[src/rtl/mss_serial_read_unit.sv]
// mss_serial_read_unit
//   Main-store serial read unit. Latches a store line address on request,
//   captures that line's parallel word on the next beat-start strobe (w_XTB),
//   then shifts it out LSB-first, one digit per w_DPG, followed by a flyback
//   gap so the beat lines up with the accumulator's digit/flyback timing.
//
// Optional feature (compile-time macro MSS_READ_NEGATE_EN):
//   Adds input w_NEGATE, sampled with w_READ_REQ in IDLE. When set, the
//   captured word is two's-complement negated before it is serialised.
//
// Ports
//   w_DPG          in   digit pulse clock, all logic on posedge
//   w_RESET        in   synchronous active-high reset
//   w_XTB          in   beat-start strobe (one DPG cycle wide)
//   w_READ_REQ     in   read request level, sampled only in IDLE
//   b_MS_ADDR      in   line address, sampled with w_READ_REQ
//   b_MS_LINE_DATA in   parallel word of the line on b_MS_LINE_ADDR
//   w_NEGATE       in   (MSS_READ_NEGATE_EN only) negate captured word
//   b_MS_LINE_ADDR out  registered line select to the store tube
//   w_A_DATA_IN    out  serial data to the accumulator, LSB first
//   w_DATA_VALID   out  high while w_A_DATA_IN carries a data digit
//   w_BUSY         out  high in any state other than IDLE
//   w_READ_ACK     out  one-cycle pulse at the end of flyback
module mss_serial_read_unit #(
  parameter int INSTR_BITS   = 20,
  parameter int ADDR_BITS    = 5,
  parameter int FLYBACK_TIME = 4
) (
  input  logic                  w_DPG,
  input  logic                  w_RESET,
  input  logic                  w_XTB,
  input  logic                  w_READ_REQ,
  input  logic [ADDR_BITS-1:0]  b_MS_ADDR,
  input  logic [INSTR_BITS-1:0] b_MS_LINE_DATA,
`ifdef MSS_READ_NEGATE_EN
  input  logic                  w_NEGATE,
`endif
  output logic [ADDR_BITS-1:0]  b_MS_LINE_ADDR,
  output logic                  w_A_DATA_IN,
  output logic                  w_DATA_VALID,
  output logic                  w_BUSY,
  output logic                  w_READ_ACK
);

  localparam int CW = $clog2(INSTR_BITS + FLYBACK_TIME) + 1;
  localparam logic [CW-1:0] LAST_DIGIT = CW'(INSTR_BITS);
  localparam logic [CW-1:0] FLY_LAST   = CW'(FLYBACK_TIME);

  typedef enum logic [1:0] {
    S_IDLE    = 2'd0,
    S_ARMED   = 2'd1,
    S_SHIFT   = 2'd2,
    S_FLYBACK = 2'd3
  } state_e;

  state_e                state_q, state_d;
  logic [ADDR_BITS-1:0]  addr_q, addr_d;
  logic [INSTR_BITS-1:0] sreg_q, sreg_d;
  logic [CW-1:0]         cnt_q, cnt_d;
  logic [CW-1:0]         fcnt_q, fcnt_d;
  logic                  dout_q, dout_d;
  logic                  valid_q, valid_d;
  logic                  busy_q, busy_d;
  logic                  ack_q, ack_d;
  logic [INSTR_BITS-1:0] cap_word;

`ifdef MSS_READ_NEGATE_EN
  logic neg_q, neg_d;
`endif

  // Word as it will be serialised if captured this cycle.
  always_comb begin
    cap_word = b_MS_LINE_DATA;
`ifdef MSS_READ_NEGATE_EN
    if (neg_q) cap_word = ~b_MS_LINE_DATA + INSTR_BITS'(1);
`endif
  end

  always_comb begin
    state_d = state_q;
    addr_d  = addr_q;
    sreg_d  = sreg_q;
    cnt_d   = cnt_q;
    fcnt_d  = fcnt_q;
    dout_d  = 1'b0;
    valid_d = 1'b0;
    busy_d  = busy_q;
    ack_d   = 1'b0;
`ifdef MSS_READ_NEGATE_EN
    neg_d   = neg_q;
`endif
    case (state_q)
      S_IDLE: begin
        if (w_READ_REQ) begin
          addr_d  = b_MS_ADDR;
          busy_d  = 1'b1;
          state_d = S_ARMED;
`ifdef MSS_READ_NEGATE_EN
          neg_d   = w_NEGATE;
`endif
        end
      end
      S_ARMED: begin
        // Digit 0 goes out directly; the rest is held pre-shifted.
        if (w_XTB) begin
          sreg_d  = cap_word >> 1;
          dout_d  = cap_word[0];
          valid_d = 1'b1;
          cnt_d   = CW'(1);
          state_d = S_SHIFT;
        end
      end
      S_SHIFT: begin
        if (cnt_q < LAST_DIGIT) begin
          dout_d  = sreg_q[0];
          valid_d = 1'b1;
          sreg_d  = sreg_q >> 1;
          cnt_d   = cnt_q + CW'(1);
        end else if (FLYBACK_TIME == 0) begin
          // No flyback gap: the beat completes on the SHIFT exit edge.
          ack_d   = 1'b1;
          busy_d  = 1'b0;
          state_d = S_IDLE;
        end else begin
          fcnt_d  = CW'(1);
          state_d = S_FLYBACK;
        end
      end
      S_FLYBACK: begin
        if (fcnt_q == FLY_LAST) begin
          ack_d   = 1'b1;
          busy_d  = 1'b0;
          state_d = S_IDLE;
        end else begin
          fcnt_d  = fcnt_q + CW'(1);
        end
      end
      default: state_d = S_IDLE;
    endcase
  end

  always_ff @(posedge w_DPG) begin
    if (w_RESET) begin
      state_q <= S_IDLE;
      addr_q  <= '0;
      sreg_q  <= '0;
      cnt_q   <= '0;
      fcnt_q  <= '0;
      dout_q  <= 1'b0;
      valid_q <= 1'b0;
      busy_q  <= 1'b0;
      ack_q   <= 1'b0;
`ifdef MSS_READ_NEGATE_EN
      neg_q   <= 1'b0;
`endif
    end else begin
      state_q <= state_d;
      addr_q  <= addr_d;
      sreg_q  <= sreg_d;
      cnt_q   <= cnt_d;
      fcnt_q  <= fcnt_d;
      dout_q  <= dout_d;
      valid_q <= valid_d;
      busy_q  <= busy_d;
      ack_q   <= ack_d;
`ifdef MSS_READ_NEGATE_EN
      neg_q   <= neg_d;
`endif
    end
  end

  assign b_MS_LINE_ADDR = addr_q;
  assign w_A_DATA_IN    = dout_q;
  assign w_DATA_VALID   = valid_q;
  assign w_BUSY         = busy_q;
  assign w_READ_ACK     = ack_q;

endmodule

[config.mk]
export PLATFORM = sky130hd
export DESIGN_NAME = mss_serial_read_unit
export DESIGN_NICKNAME = d
export VERILOG_FILES = /design/src/rtl/mss_serial_read_unit.sv
export SDC_FILE = /design/constraint.sdc
export NUM_CORES = 1
export LEC_CHECK = 0
export ABC_AREA = 1
export CAP_MARGIN = 40
export CORE_ASPECT_RATIO = 0.6
export CORE_MARGIN = 5
export CORE_UTILIZATION = 66
export CTS_BUF_LIST = sky130_fd_sc_hd__clkbuf_4 sky130_fd_sc_hd__clkbuf_8
export CTS_CLUSTER_SIZE = 12
export DETAILED_ROUTE_END_ITERATION = 8
export DONT_BUFFER_PORTS = 1
export MAX_ROUTING_LAYER = met4
export PLACE_DENSITY = 0.82
export RECOVER_POWER = 100
export SLEW_MARGIN = 20
export SYNTH_ARGS = -nofsm -noshare
export SYNTH_HDL_FRONTEND = slang
export SYNTH_SLANG_ARGS = --single-unit
[constraint.sdc]
create_clock -name w_DPG -period 3.8 [get_ports w_DPG]
set_clock_uncertainty 0.15 [all_clocks]
set_input_delay 0.95 -clock w_DPG [delete_from_list [all_inputs] [get_ports w_DPG]]
set_output_delay 0.95 -clock w_DPG [all_outputs]
set_load 0.05 [all_outputs]
After elaboration in Yosys (flattened, before gate mapping) --
Cells that the tools add are included.
Storage, ports and cells: flip-flop bits (word level) 43, bits of input ports 29, output and inout port bits 9, word-level logic and storage cells 57
Operators by class: magnitude comparators 1, reduce and logical (&&, ||, !) cells 10, mux-type cells 24, add/subtract/negate cells 2, eq/ne operators 10, bitwise operators 1
Operators with widths (number):
- 2-to-1 mux 20 bit | 2
- one-hot mux 20 bit (2 select lines) | 1
- 2-to-1 mux 6 bit | 4
- one-hot mux 6 bit (2 select lines) | 2
- adder 6 x 1 -> 6 bit (second input constant) | 2
- != test 2 bit (second input constant) | 6
- AND reduction 3 bit | 3
- 2-to-1 mux 2 bit | 4
- one-hot mux 2 bit (4 select lines) | 1
- 2-to-1 mux 1 bit | 7
- equality test 6 x 3 -> 1 bit (second input constant) | 1
- < comparator 6 x 5 -> 1 bit (second input constant) | 1
- one-hot mux 1 bit (2 select lines) | 3
- nonzero test 2 bit | 3
- equality test 2 bit (second input constant) | 2
- AND reduction 4 bit | 1
- equality test 2 x 1 -> 1 bit (second input constant) | 1
- logical NOT 2 bit | 1
- AND reduction 2 bit | 1
- OR reduction 2 bit | 1
- NOT 1 bit | 1

Longest topological paths before layout --
depth in word-level cells 3, gate-level depth with buffers 11, depth with buffers taken out 10

Least setup slack after synthesis --
No wires, ideal clock.
kind input to register, from input port w_XTB, to register sreg_q[10], arrival 1548 ps, slack 1989 ps, stages on the path 7, required time 3537 ps, cell sequence inv_1 > nand2_1 > nand2_2 > inv_2 > buf_4 > nor2_1 > nor2_1
Between the ends: cells in the longest elaborated chain, start to end 2
RTL lines:
- start: declaration | line 31 | input logic w_XTB,
- != test 2 bit (no line)
- AND reduction 3 bit (no line)
- end signal: assignment | line 159 | sreg_q <= sreg_d;
- end: declaration | line 58 | logic [INSTR_BITS-1:0] sreg_q, sreg_d;
No other way between the ends. A chain may end at the register's enable or synchronous reset.

Worst setup path after layout --
from register state_q[0], to register sreg_q[14]
Between the ends: cells in the longest elaborated chain, start to end 3, elaborated cells between the ends (all ways) 7
RTL lines:
- start: declaration | line 56 | state_e state_q, state_d;
- start signal: assignment | line 157 | state_q <= state_d;
- equality test 2 bit or equality test 2 x 1 -> 1 bit (tied branches) | line 92 | case (state_q)
- != test 2 bit (no line) or nonzero test 2 bit (tied branches)
- AND reduction 3 bit (no line)
Several ways; a longest one is shown, not always the timed one.

==> flow_summary.yaml <==
status:
  status: "complete, no violations"
min_path:
  min_from: "cnt_q[4]"
  worstHoldEndpoint: "cnt_q[4]"
  whs_path_depth: 2
  hold_path.class: "register to register"
power_and_ir_drop:
  power.density_nw_per_um2: 824.6
  ir_drop_v: 0.0004464
  power_uw: 1804
  p_leak_uw: 0.001035
  clkPwrFrac_pct: 16.4
  power.switching_uw: 835.3
  p_sw_share_pct: 46.29
  p_seq_share_pct: 42.8
  p_int_uw: 969.2
  p_comb_share_pct: 40.8
synthesis:
  syn_area_um2: 2108
  syn_nets: 361
  netlist_instances: 324
  ys_seq_area_share_pct: 39.88
  yosys_warnings: 0
  synth_cell_types: 22
  yosys_register_bits: 42
  post_synth.cell_area_avg_um2: 6.507
floorplan:
  start_util_pct: 71.10
  die_area_um2: 4462
  io_pins: 38
  fp.dieH_um: 53.78
  chipWidth_um: 82.97
  core-area_um2: 2965
  fp-row-count: 15
critical_path:
  cp.buffers_inverters: 4
  r2r-start: "state_q[0]"
  cp.depth: 11
  critPathKind: "register to register"
  crit_arrival_ns: 3.07
  startpoint_type: "register"
  slowest_stage: "inv_1"
  max_stage_delay_ns: 0.60
  crit_path_end_kind: "register"
  critPathMaxFanout: 26
  crit_family: "buffers and inverters"
  critPathRequiredTime_ns: 3.84
  reg2reg_to: "sreg_q[14]"
  reg2reg_depth: 11
  crit_chain: "inv_1 > ha_1 > buf_4 > inv_1 > nor2_4 > nand3_1 > nand2_2 > nand2_2 > inv_2 > nor2_1 > nor2_1"
  r2r_setup_slack_ns: 0.77
sta:
  finalCritPeriodShare_pct: 79.77
  min_period_ns: 3.031
  tns_ns: 0
  drv_slew: 0
  hold_viol_final: 0
  clock.fmax_mhz: 329.9
  worst_slew_pin_slew_ns: 0.8470
  rsz0062_at_grt: "false"
  setup_viol: 0
  relSlewSlack_pct: 43.47
final_layout:
  drive_above_1_share_pct: 4.050
  final_cell_mix: "nand2_1, nor2_1, dfxtp_1"
  areaGrowthSynthToFinish_pct: 3.798
  fill_cells: 277
  nets: 357
  multiInputGateArea_um2: 1085
  num_antenna_cells: 0
  fin_area_um2: 2188
  final_common_cell: "nand2_1"
  seqCellArea_um2: 840.8
clock_network:
  h-tree-depth: 2
  cts_tree: "built"
  cts.repair.resized: 0
  numCtsBuffers: 5
  ctsHoldBuffers: 0
  clkLatencyLatePin_ns: 0.30
  cts_setup_buffers: 0
  root_buffer: "clkbuf_8"
  tritoncts_num_sinks: 42
  cts_max_path_buffers: 2
  clk_pin_slew_ns: 0.09
routing:
  drt_iter0_markers: 106
  dr_total_vias: 1915
  wirelength_um: 4325
  wl_per_cell_um: 11.91
  antenna_left: 0
  drc: 0
  drtPass1Iterations: 4
  routed_via_density: 5.275
global_routing:
  antenna_found_initial: 0
  grt_overflow: 0
  track_usage_pct: 22.05
  grt_first_pass_wirelength_um: 7638
  first_global_vias: 1706
  grt_max_degree: 32
place:
  place.gp.congestion: 0.8990
  port_buffers: 0
  placed_area_um2: 2107
  dp_hpwl_um: 3077
flow_run:
  drv_cap: 0
==> metal layers <==
metal	vias up	global-route usage, %	wire length (um)
met4	0	4.891	22
met2	54	32.18	1673
met1	849	29.84	2285
met3	4	7.187	344
li1	1008	-	-
met5	-	-	0
==> power groups by stage <==
stage	registers [uW]	clock network [uW]	logic, uW
2_1_floorplan	756	0	650
5_1_grt	794	329	858
3_5_place_dp	780	0	732
3_3_place_gp	779	0	715
6_report	773	296	736
4_1_cts	771	302	736
==> kinds of logic (layout without fill, tap and decap cells) <==
family	count (synthesis)	in the layout	share of synthesized area (%)
AOI/OAI and AO/OA	38	38	9.259
adders and majority gates	8	8	4.748
buffers and inverters	41	38	8.071
DFF	42	42	39.88
and+or+nand+nor	195	195	38.04
==> worst reg2reg max path, delay by kind of cell (launching register included) <==
family / cells / cell delay, ns
adders and majority gates: 1 / 0.21
buffers and inverters: 4 / 1.18
and+or+nand+nor: 6 / 1.01
DFF: 1 / 0.37
==> cell usage after synthesis <==
library cell	n	area share, %
a21oi_1	10	2.4
o21ai_0	12	2.8
nand2_1	105	19
buf_1	3	0.53
inv_2	2	0.36
nor2_4	1	0.53
inv_1	27	4.8
buf_6	1	0.53
buf_4	2	0.71
nand3_4	1	0.83
ha_1	8	4.7
nand3_1	15	3.6
nor2_1	59	11
o21ai_1	14	3.3
nand4_1	8	2.4
nor3_1	4	0.95
nand2_2	2	0.59
o21a_1	1	0.36
a211oi_1	1	0.36
dfxtp_1	42	40
buf_2	1	0.24
clkbuf_1	5	0.89
==> cell type report <==
class,count,area share [%]
clock inverters,3,1.144
well taps,42,2.401
flip-flops and latches,42,38.42
inverters,29,4.974
clock buffers,5,3.145
repair buffers,1,0.3431
multi-input cells,241,49.57
==> metrics by stage <==
| step | setup slack (ns) | instances | hold slack, ns | util [%] |
|---|---|---|---|---|
| 2_1_floorplan | 1.989 | 324 | 0.2885 | - |
| 3_3_place_gp | 1.271 | 355 | 0.3056 | 71.05 |
| 3_5_place_dp | 1.187 | 355 | 0.3095 | 71.05 |
| 4_1_cts | 1.142 | 363 | 0.3218 | 74.22 |
| 5_1_grt | 0.4440 | 363 | 0.3435 | 73.80 |
| 6_report | 0.7687 | 363 | 0.3202 | 73.80 |
==> registers in the layout (all words and copies together) (netlist names) <==
| register | flops |
|---|---|
| sreg_q | 19 |
| fcnt_q | 6 |
| w_BUSY | 1 |
| b_MS_LINE_ADDR | 5 |
| cnt_q | 6 |
| w_DATA_VALID | 1 |
| w_READ_ACK | 1 |
| state_q | 2 |
| w_A_DATA_IN | 1 |
==> how the worst max path moves through the flow <==
stage / to / startpoint
after floorplan: sreg_q[10] / w_XTB
after global placement: sreg_q[15] / state_q[0]
after detailed placement: sreg_q[14] / state_q[0]
after CTS: sreg_q[14] / state_q[0]
after global routing: sreg_q[14] / state_q[0]
final: sreg_q[14] / state_q[0]
(Power assumes the default switching activity.)
